--- config.mk ---
export PLATFORM = sky130hd
export DESIGN_NAME = gate_stats_window
export DESIGN_NICKNAME = d
export VERILOG_FILES = /design/src/rtl/gate_stats_pkg.sv /design/src/rtl/gate_stats_window_counter.sv /design/src/rtl/gate_stats_window.sv
export SDC_FILE = /design/constraint.sdc
export NUM_CORES = 1
export LEC_CHECK = 0
export CAP_MARGIN = 20
export CORE_MARGIN = 2
export CORE_UTILIZATION = 50
export DETAILED_ROUTE_END_ITERATION = 10
export HOLD_SLACK_MARGIN = 0.1
export PLACE_DENSITY = 0.8
export SETUP_SLACK_MARGIN = 0.15
export SYNTH_ARGS = -nofsm -noshare
export SYNTH_HDL_FRONTEND = slang
export SYNTH_SLANG_ARGS = --single-unit
--- constraint.sdc ---
create_clock -name clk -period 3.27 [get_ports clk]
set_input_delay 0.654 -clock clk [delete_from_list [all_inputs] [get_ports clk]]
set_output_delay 0.654 -clock clk [all_outputs]
set_load 0.005 [all_outputs]
--- src/rtl/gate_stats_pkg.sv ---
// Shared definitions for the reduction-gate statistics window: state encoding
// and the sample consistency rule used by both the design and its benches.
package gate_stats_pkg;

    typedef enum logic {
        ST_ACCUM  = 1'b0,
        ST_REPORT = 1'b1
    } state_t;

    // Flag combinations a real 4-bit AND/OR/XOR reduction can never produce.
    function automatic logic is_inconsistent(input logic f_and, input logic f_or, input logic f_xor);
        return (f_and & ~f_or) | (f_and & f_xor) | (~f_or & f_xor);
    endfunction

endpackage

--- src/rtl/gate_stats_window_counter.sv ---
// Window-local up-counter with synchronous clear; clear wins over increment.
module win_counter #(
    parameter int CW = 5
) (
    input  logic          clk,
    input  logic          areset_n,
    input  logic          clr,
    input  logic          inc,
    output logic [CW-1:0] q
);

    // NOTE: sequential state uses non-blocking assignments so every register
    // samples pre-edge values, independent of process evaluation order.
    always_ff @(posedge clk or negedge areset_n) begin
        if (!areset_n) begin
            q <= '0;
        end else if (clr) begin
            q <= '0;
        end else if (inc) begin
            q <= q + CW'(1);
        end
    end

endmodule

--- src/rtl/gate_stats_window.sv ---
// Collects AND/OR/XOR reduction flags over WINDOW accepted samples, flags
// inconsistent samples, and hands per-window counts downstream via valid/ready.
module gate_stats_window
    import gate_stats_pkg::*;
#(
    parameter  int WINDOW = 16,
    localparam int CW     = $clog2(WINDOW + 1)
) (
    input  logic          clk,
    input  logic          areset_n,
    input  logic          clear,
    input  logic          in_valid,
    output logic          in_ready,
    input  logic          out_and,
    input  logic          out_or,
    input  logic          out_xor,
    output logic          res_valid,
    input  logic          res_ready,
    output logic [CW-1:0] cnt_and,
    output logic [CW-1:0] cnt_or,
    output logic [CW-1:0] cnt_xor,
    output logic [CW-1:0] cnt_err,
    output logic          err_seen
);

    localparam logic [CW-1:0] LAST_IDX = CW'(WINDOW - 1);

    state_t        state;
    state_t        state_nxt;
    logic [CW-1:0] idx;
    logic          accept;
    logic          last_accept;
    logic          handshake;
    logic          bad_sample;
    logic          cnt_clr;
    logic          idx_clr;

    // clear drops any sample presented alongside it, even though in_ready=1.
    assign accept      = (state == ST_ACCUM) & in_valid & ~clear;
    assign last_accept = accept & (idx == LAST_IDX);
    assign handshake   = (state == ST_REPORT) & res_ready;
    assign bad_sample  = is_inconsistent(out_and, out_or, out_xor);
    assign cnt_clr     = clear | handshake;
    assign idx_clr     = clear | last_accept;

    always_ff @(posedge clk or negedge areset_n) begin
        if (!areset_n) begin
            state <= ST_ACCUM;
        end else begin
            state <= state_nxt;
        end
    end

    // NOTE: every always_comb output gets a default first so no path through
    // the block leaves it unassigned, which would otherwise infer a latch.
    always_comb begin
        state_nxt = state;
        in_ready  = 1'b0;
        res_valid = 1'b0;
        case (state)
            ST_ACCUM: begin
                in_ready = 1'b1;
                if (last_accept) state_nxt = ST_REPORT;
            end
            ST_REPORT: begin
                res_valid = 1'b1;
                if (res_ready) state_nxt = ST_ACCUM;
            end
            default: state_nxt = ST_ACCUM;
        endcase
        if (clear) state_nxt = ST_ACCUM;
    end

    // Sticky across windows; only reset or clear drops it.
    always_ff @(posedge clk or negedge areset_n) begin
        if (!areset_n) begin
            err_seen <= 1'b0;
        end else if (clear) begin
            err_seen <= 1'b0;
        end else if (accept & bad_sample) begin
            err_seen <= 1'b1;
        end
    end

    win_counter #(.CW(CW)) u_cnt_and (
        .clk(clk), .areset_n(areset_n), .clr(cnt_clr), .inc(accept & out_and), .q(cnt_and)
    );

    win_counter #(.CW(CW)) u_cnt_or (
        .clk(clk), .areset_n(areset_n), .clr(cnt_clr), .inc(accept & out_or), .q(cnt_or)
    );

    win_counter #(.CW(CW)) u_cnt_xor (
        .clk(clk), .areset_n(areset_n), .clr(cnt_clr), .inc(accept & out_xor), .q(cnt_xor)
    );

    win_counter #(.CW(CW)) u_cnt_err (
        .clk(clk), .areset_n(areset_n), .clr(cnt_clr), .inc(accept & bad_sample), .q(cnt_err)
    );

    // Index wraps to 0 on the window's final sample, ready for the next window.
    win_counter #(.CW(CW)) u_idx (
        .clk(clk), .areset_n(areset_n), .clr(idx_clr), .inc(accept), .q(idx)
    );

endmodule

* After elaboration in Yosys (flattened, before gate mapping)
Index checks and enable logic that the tools add are counted.
** Storage, ports and cells
- Flip-flop bits (word level) :: 27
- Input bits :: 8
- Output and inout port bits :: 23
- Logic and storage cells :: 55
** Cells by class
- $add $sub $neg :: 5
- Equality and inequality tests :: 1
- Mux-type cells :: 18
- Bitwise gates (word level) :: 18
- Reductions and logical operators :: 6
** Operators with widths (number)
- $mux 5 :: 10
- $add 5x1->5 const B :: 5
- $reduce_bool 2->1 :: 6
- $and 1x1->1 :: 11
- $mux 1 :: 7
- $eq 5x4->1 const B :: 1
- $or 1x1->1 :: 4
- $not 1->1 :: 3
- $pmux 1 s2 :: 1

* Longest topological paths before layout
Gate-level depths: netlist (run 1).
- Word-level depth :: 7
- Depth in mapped cells :: 6
- Mapped depth without buffers :: 6

* Cells and area by module
Synthesis (run 1) repeated with hierarchy kept, for this count alone.
** Second synthesis, totals
- Cell total of the unflattened synthesis :: 128
- Area, all modules :: 1432.6 µm²
** Modules (own cells, without submodules)
- win_counter :: times used 5, cells each 22, area each 252.7 µm², seq. area each 125.1 µm²
- gate_stats_window :: times used 1, cells each 18, area each 168.9 µm², seq. area each 50.0 µm²

* Worst setup path after synthesis (run 1)
Ideal clock, no wire load.
- Kind :: input to register
- Start point :: input port clear
- End point :: register u_idx.q[3]
- Library setup time :: 0.082 ns
- Arrival :: 1.705 ns
- Data required time :: 3.188 ns
- Path slack :: 1.483 ns
- Stages :: 4
- Path buffers :: 1
- Cells stage by stage :: or3b_1 buf_2 or4_1 a31oi_1
** Between the ends
- Longest elaborated chain between the ends :: 5
- Elaborated cells between the ends (all ways) :: 6
- Those cells by class :: mux (1); bitwise (4); reduce/logical (1)
** RTL lines
- start: declaration :: line gate_stats_window.sv:11 : input logic clear,
- $not 1->1 :: line gate_stats_window.sv:39 : assign accept = (state == ST_ACCUM) & in_valid & ~clear;
- $and 1x1->1 :: line gate_stats_window.sv:39
- $and 1x1->1 :: line gate_stats_window.sv:40 : assign last_accept = accept & (idx == LAST_IDX);
- $or 1x1->1 :: line gate_stats_window.sv:44 : assign idx_clr = clear | last_accept;
- $mux 5 / $reduce_bool 2->1 (equally long branches)
- end signal: assignment :: line gate_stats_window_counter.sv:20 : q <= q + CW'(1);
- end: declaration :: line gate_stats_window_counter.sv:9 : output logic [CW-1:0] q
Several ways; a longest one is shown, not always the timed one.
A chain may end at the register's enable or synchronous reset.

* Final worst setup path (run 1)
Same ends and word-level chain as after synthesis.

==> metrics, run 1 <==
outcome=finished, final reports clean; # port buffers=30; fin nets=184; DPL Wire Length=approximately 2000 um; Worst path slowest cell=clkdlybuf4s50_1; DP Area=1680 um2; arrival time worst endpoint=2480 ps; min cycle time layout=2230 ps; min-delay src=u_cnt_xor.q[3]; Pwr Density=328 nW/um2; leakage=between 0.0007 and 0.0008 uW; Synth Instances=136; Reg2Reg Depth=5; startpoint types=input port; Fin. Hold Viols=0; Hold-fix buffers, CTS=0; Worst VDD drop=248 uV; Cell Area, Synth=roughly 1300 um2; antenna violations before repair=0; Skew-Pair Late Insertion Delay=320 ps; worst stage delay on the critical path=620 ps; skew final=5.64 ps; largest cells by area after synthesis=dfrtp_1 51%, nand3_1 7.1%, ha_1 5.6%; Net Switching=140 uW; final setup TNS=0 ps; Worst EP required=3520 ps; Async SR Flop Fraction=1.00; sequential-to-total area share from yosys stat=0.505; Mean Syn Cell Area=9.83 um2; wire per inst=13.6 um; top-area cell type share of the netlist area=0.505; Tot GR Track Use=0.185; Reg2Reg Setup Slack=1410 ps; Post-CTS Resized=0; combinational power share=0.117; std cell rows=18; CTS tree=yes; Longest Clk Path Bufs=2; DR vias/cell=5.69; Clock Power Share=0.254; RD Place Congestion=~0.86; critical path endpoint=u_idx.q[3]; Least-Margin Pin Slew=~760 ps; core area=2500 um2; Clock Tree Root=clkbuf_4; global-route wire length before repair=about 4700 um; post-layout util=0.682; total CTS buffers=3; Num Clock Sinks=27; syn_nets=150; Final period util=0.683; Initial Utilization=0.535; ant diodes=0; vias=1133; RR Startpoint=u_idx.q[0]; Switching Share=0.249; Design Area, Final=about 1700 um2; Residual DRC=0; end of the worst register-to-register path=u_idx.q[3]; Most used DFF post-synth=dfrtp_1; Design Power=approximately 560 uW; Synth area leader=dfrtp_1; YS warnings=0; # setup viols final=0; hold crit path type=reg -> reg; internal power=approximately 420 uW; largest net degree at the start of global routing=28; postcts setup bufs=0; CTS H-tree lvls=1; critical path cell sequence=clkdlybuf4s50_1, or3b_1, or4_1, a31oi_1; die width=55.7 um; Crit Path Max Fanout=13; grt total ovfl=0; die area=~3100 um2; part of the power in registers=0.629; Clock Pin Slew Worst Setup and Hold Paths=140 ps; drt first-iter violations=15; final wirelength=2710 um; CP Class=in -> reg; Post-synth EDFFs=0; Post-DRT Antenna Nets=0; Worst Setup End Kind=flop; Area growth syn-to-layout=27.4%; Slew Viols, Final=0; highest clock rate=0.448 GHz; max-cap violations=0; DR pass1 iterations=4; Slew HR=0.496; post-synth cell types=32; layout cells sized above 1=0.0592; vias in the first global route=1097; die height=55.7 um; RSZ-0062 raised after global routing=no; #FFs+latches synth=27; CP startpoint=clear; IO Count=31
[cell families after synthesis]
group / after synthesis / share of synthesized area
adders and majority gates: 7 / 0.0636
muxes: 2 / 0.0159
and+or+nand+nor: 58 / 0.233
AOI/OAI and AO/OA: 29 / 0.133
xor gates and xnor gates: 3 / 0.0196
buffers and inverters: 10 / 0.0299
DFF: 27 / 0.505
[cell usage in the layout (no fill, tap or decap), types with 3 or more instances in the layout]
cell | synthesis | routed
o21ai_0 | 11 | 11
clkbuf_4 | 0 | 3
a21oi_1 | 6 | 6
clkdlybuf4s50_1 | 0 | 30
nand2_1 | 11 | 11
nand4_1 | 3 | 3
inv_1 | 7 | 7
nand3b_1 | 4 | 4
or3_1 | 4 | 4
dfrtp_1 | 27 | 27
o31ai_1 | 3 | 3
ha_1 | 6 | 6
nor2_1 | 8 | 8
nand3_1 | 19 | 19
[stage by stage]
| step | hold WS (ps) | instances | setup slack (ps) |
|---|---|---|---|
| detailed placement | 517 | 195 | 698 |
| floorplan | 358 | 136 | 1480 |
| global route | 575 | 199 | 953 |
| finish | 528 | 199 | 1040 |
| CTS | 536 | 199 | 1060 |
| global placement | 498 | 195 | 795 |
[registers in the layout, summed over array words and instances (netlist names)]
register / count
u_idx.q: 5
u_cnt_and.q: 5
err_seen: 1
state: 1
u_cnt_or.q: 5
u_cnt_err.q: 5
u_cnt_xor.q: 5
[worst min path at each step]
stage                           to  slack (ps)  cells after the start
global placement    u_cnt_xor.q[3]         500                      1
finish              u_cnt_xor.q[3]         530                      1
global route        u_cnt_xor.q[3]         570                      1
detailed placement  u_cnt_xor.q[3]         520                      1
CTS                 u_cnt_xor.q[3]         540                      1
floorplan                 err_seen         360                      0
[final cells by class]
| type | count | area, um2 |
|---|---|---|
| multi-input cells | 99 | 622 |
| flip-flops and latches | 27 | 676 |
| well taps | 30 | 37.5 |
| fillers | 203 | 796 |
| clock buffers | 3 | 22.5 |
| repair buffers | 32 | 315 |
| clock inverters | 1 | 5.00 |
| inverters | 7 | 26.3 |
[Yosys cell counts, types with 2 or more instances]
| master | instances |
|---|---|
| a31oi_1 | 2 |
| nor2_1 | 8 |
| inv_1 | 7 |
| xor2_1 | 2 |
| nand3b_1 | 4 |
| dfrtp_1 | 27 |
| o211ai_1 | 2 |
| ha_1 | 6 |
| a31o_2 | 2 |
| nand2_1 | 11 |
| a21oi_1 | 6 |
| nand4_1 | 3 |
| buf_2 | 2 |
| o31ai_1 | 3 |
| o221ai_1 | 2 |
| o21ai_0 | 11 |
| and3_1 | 2 |
| nand3_1 | 19 |
| or3_1 | 4 |
[critical path, delay by kind of cell]
| family | cells | cell delay, ps |
|---|---|---|
| simple gates | 2 | 1070 |
| compound gates | 1 | 140 |
| buf+inv | 1 | 620 |
[layer usage]
layer	track usage	wire (um)	share of wire	up-vias
met5	0	0	0	-
met1	0.231	1270	0.47	542
li1	-	-	-	564
met4	0.0767	32	0.012	0
met2	0.318	1320	0.49	23
met3	0.0279	89	0.033	4
[power groups by stage]
stage               clock network (uW)  registers, uW  logic, uW
floorplan                            0            358       27.2
global placement                     0            358       65.6
detailed placement                   0            358       66.7
CTS                                148            352       66.8
global route                       165            354       73.1
finish                             142            352       65.7
Power figures use the tool's default switching activity.
==> run 2: changes to the inputs <==
- CORE_UTILIZATION: 50 -> 49
- PLACE_DENSITY: 0.8 -> 0.79
- clock period: 3.27 -> 2.2 ns (I/O delays scaled with it)
==> metrics, run 2 (synthesized netlist as in run 1, its figures left out) <==
die width=56.2 um (+0.94%); Final period util=0.870; RSZ-0062 raised after global routing=no; Reg2Reg Setup Slack=310 ps (-1100 ps); Area growth syn-to-layout=30.7%; highest-count cells in the layout ignoring fill and taps=30 x clkdlybuf4s50_1, 27 x dfrtp_1, 19 x nand3_1; Skew-Pair Late Insertion Delay=310 ps (about the same); Tot GR Track Use=0.199 (+0.0138); Clock Pin Slew Worst Setup and Hold Paths=140 ps (about the same); Post-CTS Resized=0 (unchanged); arrival time worst endpoint=2150 ps (-330 ps); highest clock rate=0.523 GHz; hold crit path type=in -> async; core area=2520 um2 (+0.90%); CP Class=in -> reg; worst stage delay on the critical path=540 ps (-80 ps); Slew Viols, Final=0 (unchanged); postcts setup bufs=0 (unchanged); final wirelength=3030 um (+11%); Hold-fix buffers, CTS=0 (unchanged); min cycle time layout=1910 ps; Switching Share=0.245 (-0.00466); Pwr Density=480 nW/um2 (+46%); Worst path slowest cell=clkdlybuf4s50_1; end of the worst register-to-register path=u_idx.q[3]; RD Place Congestion=0.807 (-6.2%); Worst VDD drop=433 uV (+75%); fin nets=190 (+3.3%); Design Power=840 uW (+50%); CTS tree=yes; Initial Utilization=0.530 (-0.00478); Layout Cells excl Fill=205 (+3.0%); IO Count=31 (unchanged); die height=56.2 um (+0.94%); DR vias/cell=5.92 (+3.9%); Fin. Hold Viols=0 (unchanged); Net Switching=205 uW (+47%); antenna violations before repair=0 (unchanged); vias=1213 (+7.1%); # placed instances=201 (+3.1%); Least-Margin Pin Slew=415 ps (-340 ps); Clock Power Share=0.246 (-0.008); layout cells sized above 1=0.0857 (+0.0265); Clock Tree Root=clkbuf_4; global-route wire length before repair=5130 um (+9.9%); critical path cell sequence=clkdlybuf4s50_1, nor3b_2, nand2_1, or3_1, a21oi_1; Worst EP required=2440 ps (-1080 ps); Slew HR=0.722 (+0.226); std cell rows=18 (unchanged); Post-DRT Antenna Nets=0 (unchanged); grt total ovfl=0 (unchanged); Crit Path Max Fanout=7 (-6); part of the power in registers=0.625 (-0.004); wire per inst=14.8 um (+8.2%); total CTS buffers=3 (unchanged); most common cell after layout, fill and taps aside=clkdlybuf4s50_1; # setup viols final=0 (unchanged); internal power=634 uW (+51%); Worst Setup End Kind=flop; outcome=finished, final reports clean; Num Clock Sinks=27 (unchanged); ant diodes=0 (unchanged); final setup TNS=0 ps (unchanged); Reg2Reg Depth=5 (unchanged); # port buffers=30 (unchanged); drt first-iter violations=47 (+32); Residual DRC=0 (unchanged); DR pass1 iterations=4 (unchanged); largest net degree at the start of global routing=28 (unchanged); startpoint types=input port; combinational power share=0.130 (+0.013); max-cap violations=0 (unchanged); DPL Wire Length=2250 um (+11%); Longest Clk Path Bufs=2 (unchanged); skew final=6.77 ps (+1.14 ps); vias in the first global route=1185 (+8.0%); number of fill cells=200 (-1.5%); leakage=0.000760 uW (+3.5%); die area=3160 um2 (+1.9%); RR Startpoint=u_idx.q[0]; hold_ws=477 ps (-51.0 ps); CTS H-tree lvls=1 (unchanged)
-- run 2: cell count changes in the layout (fill, tap and decap cells not counted), sizes merged --
cell,delta
clkbuf,+1
buf,+6
clkinv,-1
-- run 2: stage by stage --
stage          utilization  setup WS (ps)  area, um2
3_3_place_gp         0.683           74.2       1720
2_1_floorplan            -            492       1340
3_5_place_dp         0.683          -39.6       1720
4_1_cts              0.693            299       1750
5_1_grt              0.693            158       1750
6_report             0.693            287       1750
-- run 2: layer usage --
metal,GRT usage,routed length [um]
met5,0,0
met2,0.368,1570
met4,0.0272,0
met3,0.0326,142
met1,0.247,1310
-- run 2: layout make-up --
cell class / instances / area (um2) / share of cell area
tap: 30 / 37.5 / 0.0215
sequential: 27 / 676 / 0.387
timing repair buffer: 38 / 360 / 0.206
multi-input combinational: 99 / 622 / 0.356
clock buffer: 4 / 26.3 / 0.0150
inverter: 7 / 26.3 / 0.0150
-- run 2: worst max-delay path: cells and delay by family --
family                 cells  cell delay, ps
and+or+nand+nor            3            1020
buffers and inverters      1             540
AOI/OAI and AO/OA          1             150
-- run 2: how the worst max path moves through the flow --
stage,from,end,cells after the start
2_1_floorplan,u_idx.q[0],u_idx.q[3],5
3_3_place_gp,in_valid,u_idx.q[2],6
3_5_place_dp,in_valid,u_idx.q[2],6
4_1_cts,in_valid,u_idx.q[2],6
5_1_grt,in_valid,u_cnt_and.q[3],5
6_report,in_valid,u_cnt_and.q[3],5
-- run 2: power by group through the flow --
stage               Clock (uW)  Combinational, uW  Sequential (uW)
global route               234                120              527
CTS                        216                110              524
detailed placement           0                109              533
floorplan                    0               40.5              531
global placement             0                105              532
finish                     206                109              524
